==> src/rtl/i2c_pkg.sv <==
// Shared types and defaults for the I2C register bank.
package i2c_pkg;

    // Transaction state of the register bank
    typedef enum logic [2:0] {
        IDLE,
        WPTR,
        WDATA,
        RDATA,
        RDONE
    } state_t;

    localparam int unsigned NREGS_DEFAULT = 16;

endpackage

==> src/rtl/i2c_regbank.sv <==
// I2C-facing register bank: a byte-wide register file written and read by an
// I2C slave front end, with a local host port for direct access.
// Optional feature: define I2C_REGBANK_AUTOINC_EN to advance the register
// pointer after every I2C data write and every read dequeue.
module i2c_regbank
    import i2c_pkg::*;
#(
    parameter  int unsigned NREGS = NREGS_DEFAULT,
    localparam int unsigned PTRW  = $clog2(NREGS)
) (
    input  logic            clk6x,
    input  logic            resetn,
    input  logic            devsel_i,
    input  logic            rw_bit_i,
    input  logic [7:0]      rxbyte_i,
    input  logic            rxbyte_v_i,
    output logic [7:0]      txbyte_o,
    input  logic            txbyte_deq_i,
    input  logic            tx_nacked_i,
    input  logic [PTRW-1:0] host_addr_i,
    input  logic [7:0]      host_wdata_i,
    input  logic            host_we_i,
    output logic [7:0]      host_rdata_o,
    output logic            wr_strobe_o,
    output logic [PTRW-1:0] wr_addr_o
);

`ifdef I2C_REGBANK_AUTOINC_EN
    localparam logic [PTRW-1:0] PTR_STEP = PTRW'(1);
`else
    localparam logic [PTRW-1:0] PTR_STEP = '0;
`endif

    state_t          state_q, state_d;
    logic [PTRW-1:0] ptr_q, ptr_d;
    logic [7:0]      regs_q [NREGS];
    logic            devsel_q;
    logic            rw_q;
    logic            armed_q;
    logic            wr_strobe_q, wr_strobe_d;
    logic [PTRW-1:0] wr_addr_q;
    logic            start;

    // A transaction starts on a devsel rise or on a Read/nWrite flip while
    // selected (repeated start). armed_q stays low after reset until devsel
    // has been seen low, so a transaction cut by reset is not resumed.
    assign start = devsel_i && armed_q && (!devsel_q || (rw_bit_i != rw_q));

    // Next-state, pointer update and I2C write request
    always_comb begin
        state_d     = state_q;
        ptr_d       = ptr_q;
        wr_strobe_d = 1'b0;
        if (!devsel_i) begin
            state_d = IDLE;
        end else if (start) begin
            state_d = rw_bit_i ? RDATA : WPTR;
        end else begin
            case (state_q)
                WPTR: begin
                    if (rxbyte_v_i) begin
                        ptr_d   = rxbyte_i[PTRW-1:0];
                        state_d = WDATA;
                    end
                end
                WDATA: begin
                    if (rxbyte_v_i) begin
                        wr_strobe_d = 1'b1;
                        ptr_d       = ptr_q + PTR_STEP;
                    end
                end
                RDATA: begin
                    if (txbyte_deq_i) begin
                        ptr_d = ptr_q + PTR_STEP;
                    end
                    if (tx_nacked_i) begin
                        state_d = RDONE;
                    end
                end
                RDONE:   state_d = RDONE;
                IDLE:    state_d = IDLE;
                default: state_d = IDLE;
            endcase
        end
    end

    // State, pointer, edge-detect history and write-report registers
    always_ff @(posedge clk6x) begin
        if (!resetn) begin
            state_q     <= IDLE;
            ptr_q       <= '0;
            devsel_q    <= 1'b0;
            rw_q        <= 1'b0;
            armed_q     <= 1'b0;
            wr_strobe_q <= 1'b0;
            wr_addr_q   <= '0;
        end else begin
            state_q     <= state_d;
            ptr_q       <= ptr_d;
            devsel_q    <= devsel_i;
            rw_q        <= rw_bit_i;
            armed_q     <= armed_q || !devsel_i;
            wr_strobe_q <= wr_strobe_d;
            if (wr_strobe_d) begin
                wr_addr_q <= ptr_q;
            end
        end
    end

    // Register file; the host write is issued last so it wins a same-address
    // collision with an I2C write in the same cycle.
    always_ff @(posedge clk6x) begin
        if (!resetn) begin
            regs_q <= '{default: '0};
        end else begin
            if (wr_strobe_d) begin
                regs_q[ptr_q] <= rxbyte_i;
            end
            if (host_we_i) begin
                regs_q[host_addr_i] <= host_wdata_i;
            end
        end
    end

    assign txbyte_o     = regs_q[ptr_q];
    assign host_rdata_o = regs_q[host_addr_i];
    assign wr_strobe_o  = wr_strobe_q;
    assign wr_addr_o    = wr_addr_q;

endmodule
==> config.mk <==
export PLATFORM = sky130hd
export DESIGN_NAME = i2c_regbank
export DESIGN_NICKNAME = d
export VERILOG_FILES = /design/src/rtl/i2c_pkg.sv /design/src/rtl/i2c_regbank.sv
export SDC_FILE = /design/constraint.sdc
export NUM_CORES = 1
export LEC_CHECK = 0
export ABC_AREA = 1
export BUFFER_PORTS_ARGS = -buffer_cell sky130_fd_sc_hd__buf_2
export CAP_MARGIN = 10
export CORE_ASPECT_RATIO = 0.5
export CORE_UTILIZATION = 57
export CTS_CLUSTER_SIZE = 25
export DETAILED_ROUTE_END_ITERATION = 12
export GPL_TIMING_DRIVEN = 0
export PLACE_DENSITY_LB_ADDON = 0.2
export SLEW_MARGIN = 25
export SYNTH_ARGS = -nofsm -noshare
export SYNTH_HDL_FRONTEND = slang
export SYNTH_SLANG_ARGS = --single-unit
==> constraint.sdc <==
create_clock -name clk6x -period 1.65 [get_ports clk6x]
set_input_delay 0.33 -clock clk6x [delete_from_list [all_inputs] [get_ports clk6x]]
set_output_delay 0.33 -clock clk6x [all_outputs]
set_load 0.1 [all_outputs]
==> results.ini <==
[outcome]
status=finished, violations left
violations=setup timing

[yosys]
syn_inst=1569
synthesis.nets=1597
yosysSeqAreaShare=0.2956
avgSynthCellArea_um2=6.173
synth_seq_cells=143
synth.distinct_cells=24
synth-warning-count=0
synth_area_um2=9686

[route]
vias=13170
remaining_drc_errors=0
post_drt_wl_per_cell_um=25.42
viasPerCell=6.841
totalWireLength_um=48940
drtAntennaViolNets=0
drt-pass1-iter-count=10
drt_iter0_drc=2401

[worst_setup_path]
worstPathRequired_ns=1.32
end_kind=output port
crit_fanout=6
cp-start-kind=flop
r2r_setup_slack_ns=-0.10
crit_start=ptr_q[0]
r2r_start=ptr_q[1]
reg2reg_depth=10
cp-endpoint=txbyte_o[0]
critPathArrivalTime_ns=2.31
rr_endpoint=regs_q[88]
path_class=flop to output port

[placement]
port_buffers=39
dp_hpwl_um=31440
dpl.cell_count=1835
gp_congestion=1.199

[job]
maxCapViolations=0

[layout]
num_antenna_cells=0
final_layout_size_suffix_gt1_frac=0.2821
area_delta_synth_final_pct=35.96
final_common_cell=nand2_1
final_cell_mix=nand2_1, inv_1, nand4_1
stdcell_count=1925
fin_nets=1713

[cts]
cts.sinks=143
holdBufCountCts=0
htree_levels=4
numCtsBuffers=17
tritoncts=done
insertion_delay_ns=0.45
cts_buffer_depth=2
clk_pin_slew_ns=0.06
cts-root-buf=clkbuf_16

[sta]
slew_headroom=0.3756
min_period_ns=2.637
final-max-slew-violation-count=0
tightest_slew_ns=0.9366
fin_skew_ns=0.01162
fmax_mhz=379.3
layout_setup_ws_ns=-0.9865
rsz0062_at_grt=yes
hold_violations=0
finalSetupTns_ns=-10.48
setup_viol=53
hold_ws_ns=0.1122
min_period_over_period=1.598

[grt]
met3_usage=0.2491
busiest_layer=met2
grt_max_degree=17
grtUsageMet2=0.7189
track_usage=0.5181
groute.layer.met1.usage=0.6513
grt_pass1_wl_um=66740
antenna_found_initial=0
overflow=0
grt_pass1_vias=11140

[power]
power.density_nw_per_um2=703.7
p_leak_nw=6.683
ir_worst_vdd_uv=827.2

[floorplan]
io_pins=49
dieArea_um2=17550
die_y_um=94.18
core_area_um2=16470
start_util=0.5879
die_x_um=186.4
num_rows=33

[hold_path]
hold_path_class=input pin to flop

worst min-delay path by stage:
stage	start	endpoint	slack [ns]	cells after the start
floorplan	rw_bit_i	rw_q	0.42	2
global placement	armed_q	armed_q	0.43	2
detailed placement	armed_q	armed_q	0.45	2
CTS	rw_bit_i	rw_q	0.12	3
global route	rw_bit_i	rw_q	0.12	3
finish	rw_bit_i	rw_q	0.11	3
layer usage:
layer | vias to the layer above | part of all wire | wire length, um
met5 | - | 0.00092 | 45
met4 | 2 | 0.070 | 3424
met3 | 347 | 0.20 | 9750
met2 | 1373 | 0.38 | 18420
met1 | 5979 | 0.35 | 17300
li1 | 5467 | - | -
state kept, by name, summed over array words and instances (netlist names):
name,flops
regs_q,128
armed_q,1
state_q,3
ptr_q,4
rw_q,1
wr_addr_o,4
wr_strobe_o,1
devsel_q,1
cell type report:
cell class	instances	area, um2
inverter	258	1002
timing repair buffer	99	1186
buffer	91	773.2
fill	1132	3306
multi-input combinational	1075	6414
clock inverter	9	132.6
clock buffer	23	478.0
tap	227	284.0
sequential	143	2899
critical path: stages, from the launching register on:
cell	delay, ns
dfxtp_1	0.32
buf_6	0.15
nand2_8	0.10
clkinvlp_4	0.11
buf_12	0.16
buf_4	0.13
a22oi_1	0.19
nand2_1	0.11
nand2_1	0.12
nand2_2	0.11
inv_2	0.12
nand2_8	0.06
buf_12	0.16
Yosys cell counts (all sizes together):
| cell | number | share of area |
|---|---|---|
| nand2 | 476 | 0.19 |
| inv | 248 | 0.096 |
| nand3 | 150 | 0.086 |
| dfxtp | 143 | 0.30 |
| nand4 | 129 | 0.084 |
| a22oi | 128 | 0.099 |
| a21oi | 83 | 0.043 |
| nor2 | 53 | 0.034 |
| o21ai | 53 | 0.027 |
| clkbuf | 52 | 0.020 |
| buf | 41 | 0.023 |
| clkinv | 10 | 0.0039 |
| nor3 | 2 | 0.0010 |
| o211ai | 1 | 0.00078 |
timing repair:
action,4_1_cts,5_1_grt
cloned,0,7
pin swaps,31,67
gates resized for setup,244,201
setup endpoints to repair,147,150
buffers inserted,21,33
logic make-up (layout without fill, tap and decap cells):
family | Yosys count | count (layout) | share of synthesized area
compound gates | 265 | 265 | 0.1703
buf+inv | 351 | 480 | 0.1434
flops | 143 | 143 | 0.2956
simple gates | 810 | 810 | 0.3908
through the flow:
step	worst slack, ns	instance area, um2	power [mW]	util
CTS	-0.8191	12070	8.953	0.7327
global placement	-0.9378	10390	4.732	0.6307
detailed placement	-0.9970	10390	4.756	0.6307
global route	-1.040	13170	9.383	0.7993
finish	-0.9865	13170	9.266	0.7993
floorplan	0.006296	9911	4.345	-
power by group:
group	total [mW]	internal (mW)	switching, mW
Sequential	3.62	3.52	0.0990
Combinational	1.46	0.431	1.03
Clock	4.19	2.50	1.69
Note: power is estimated with default switching activity, not from simulation.
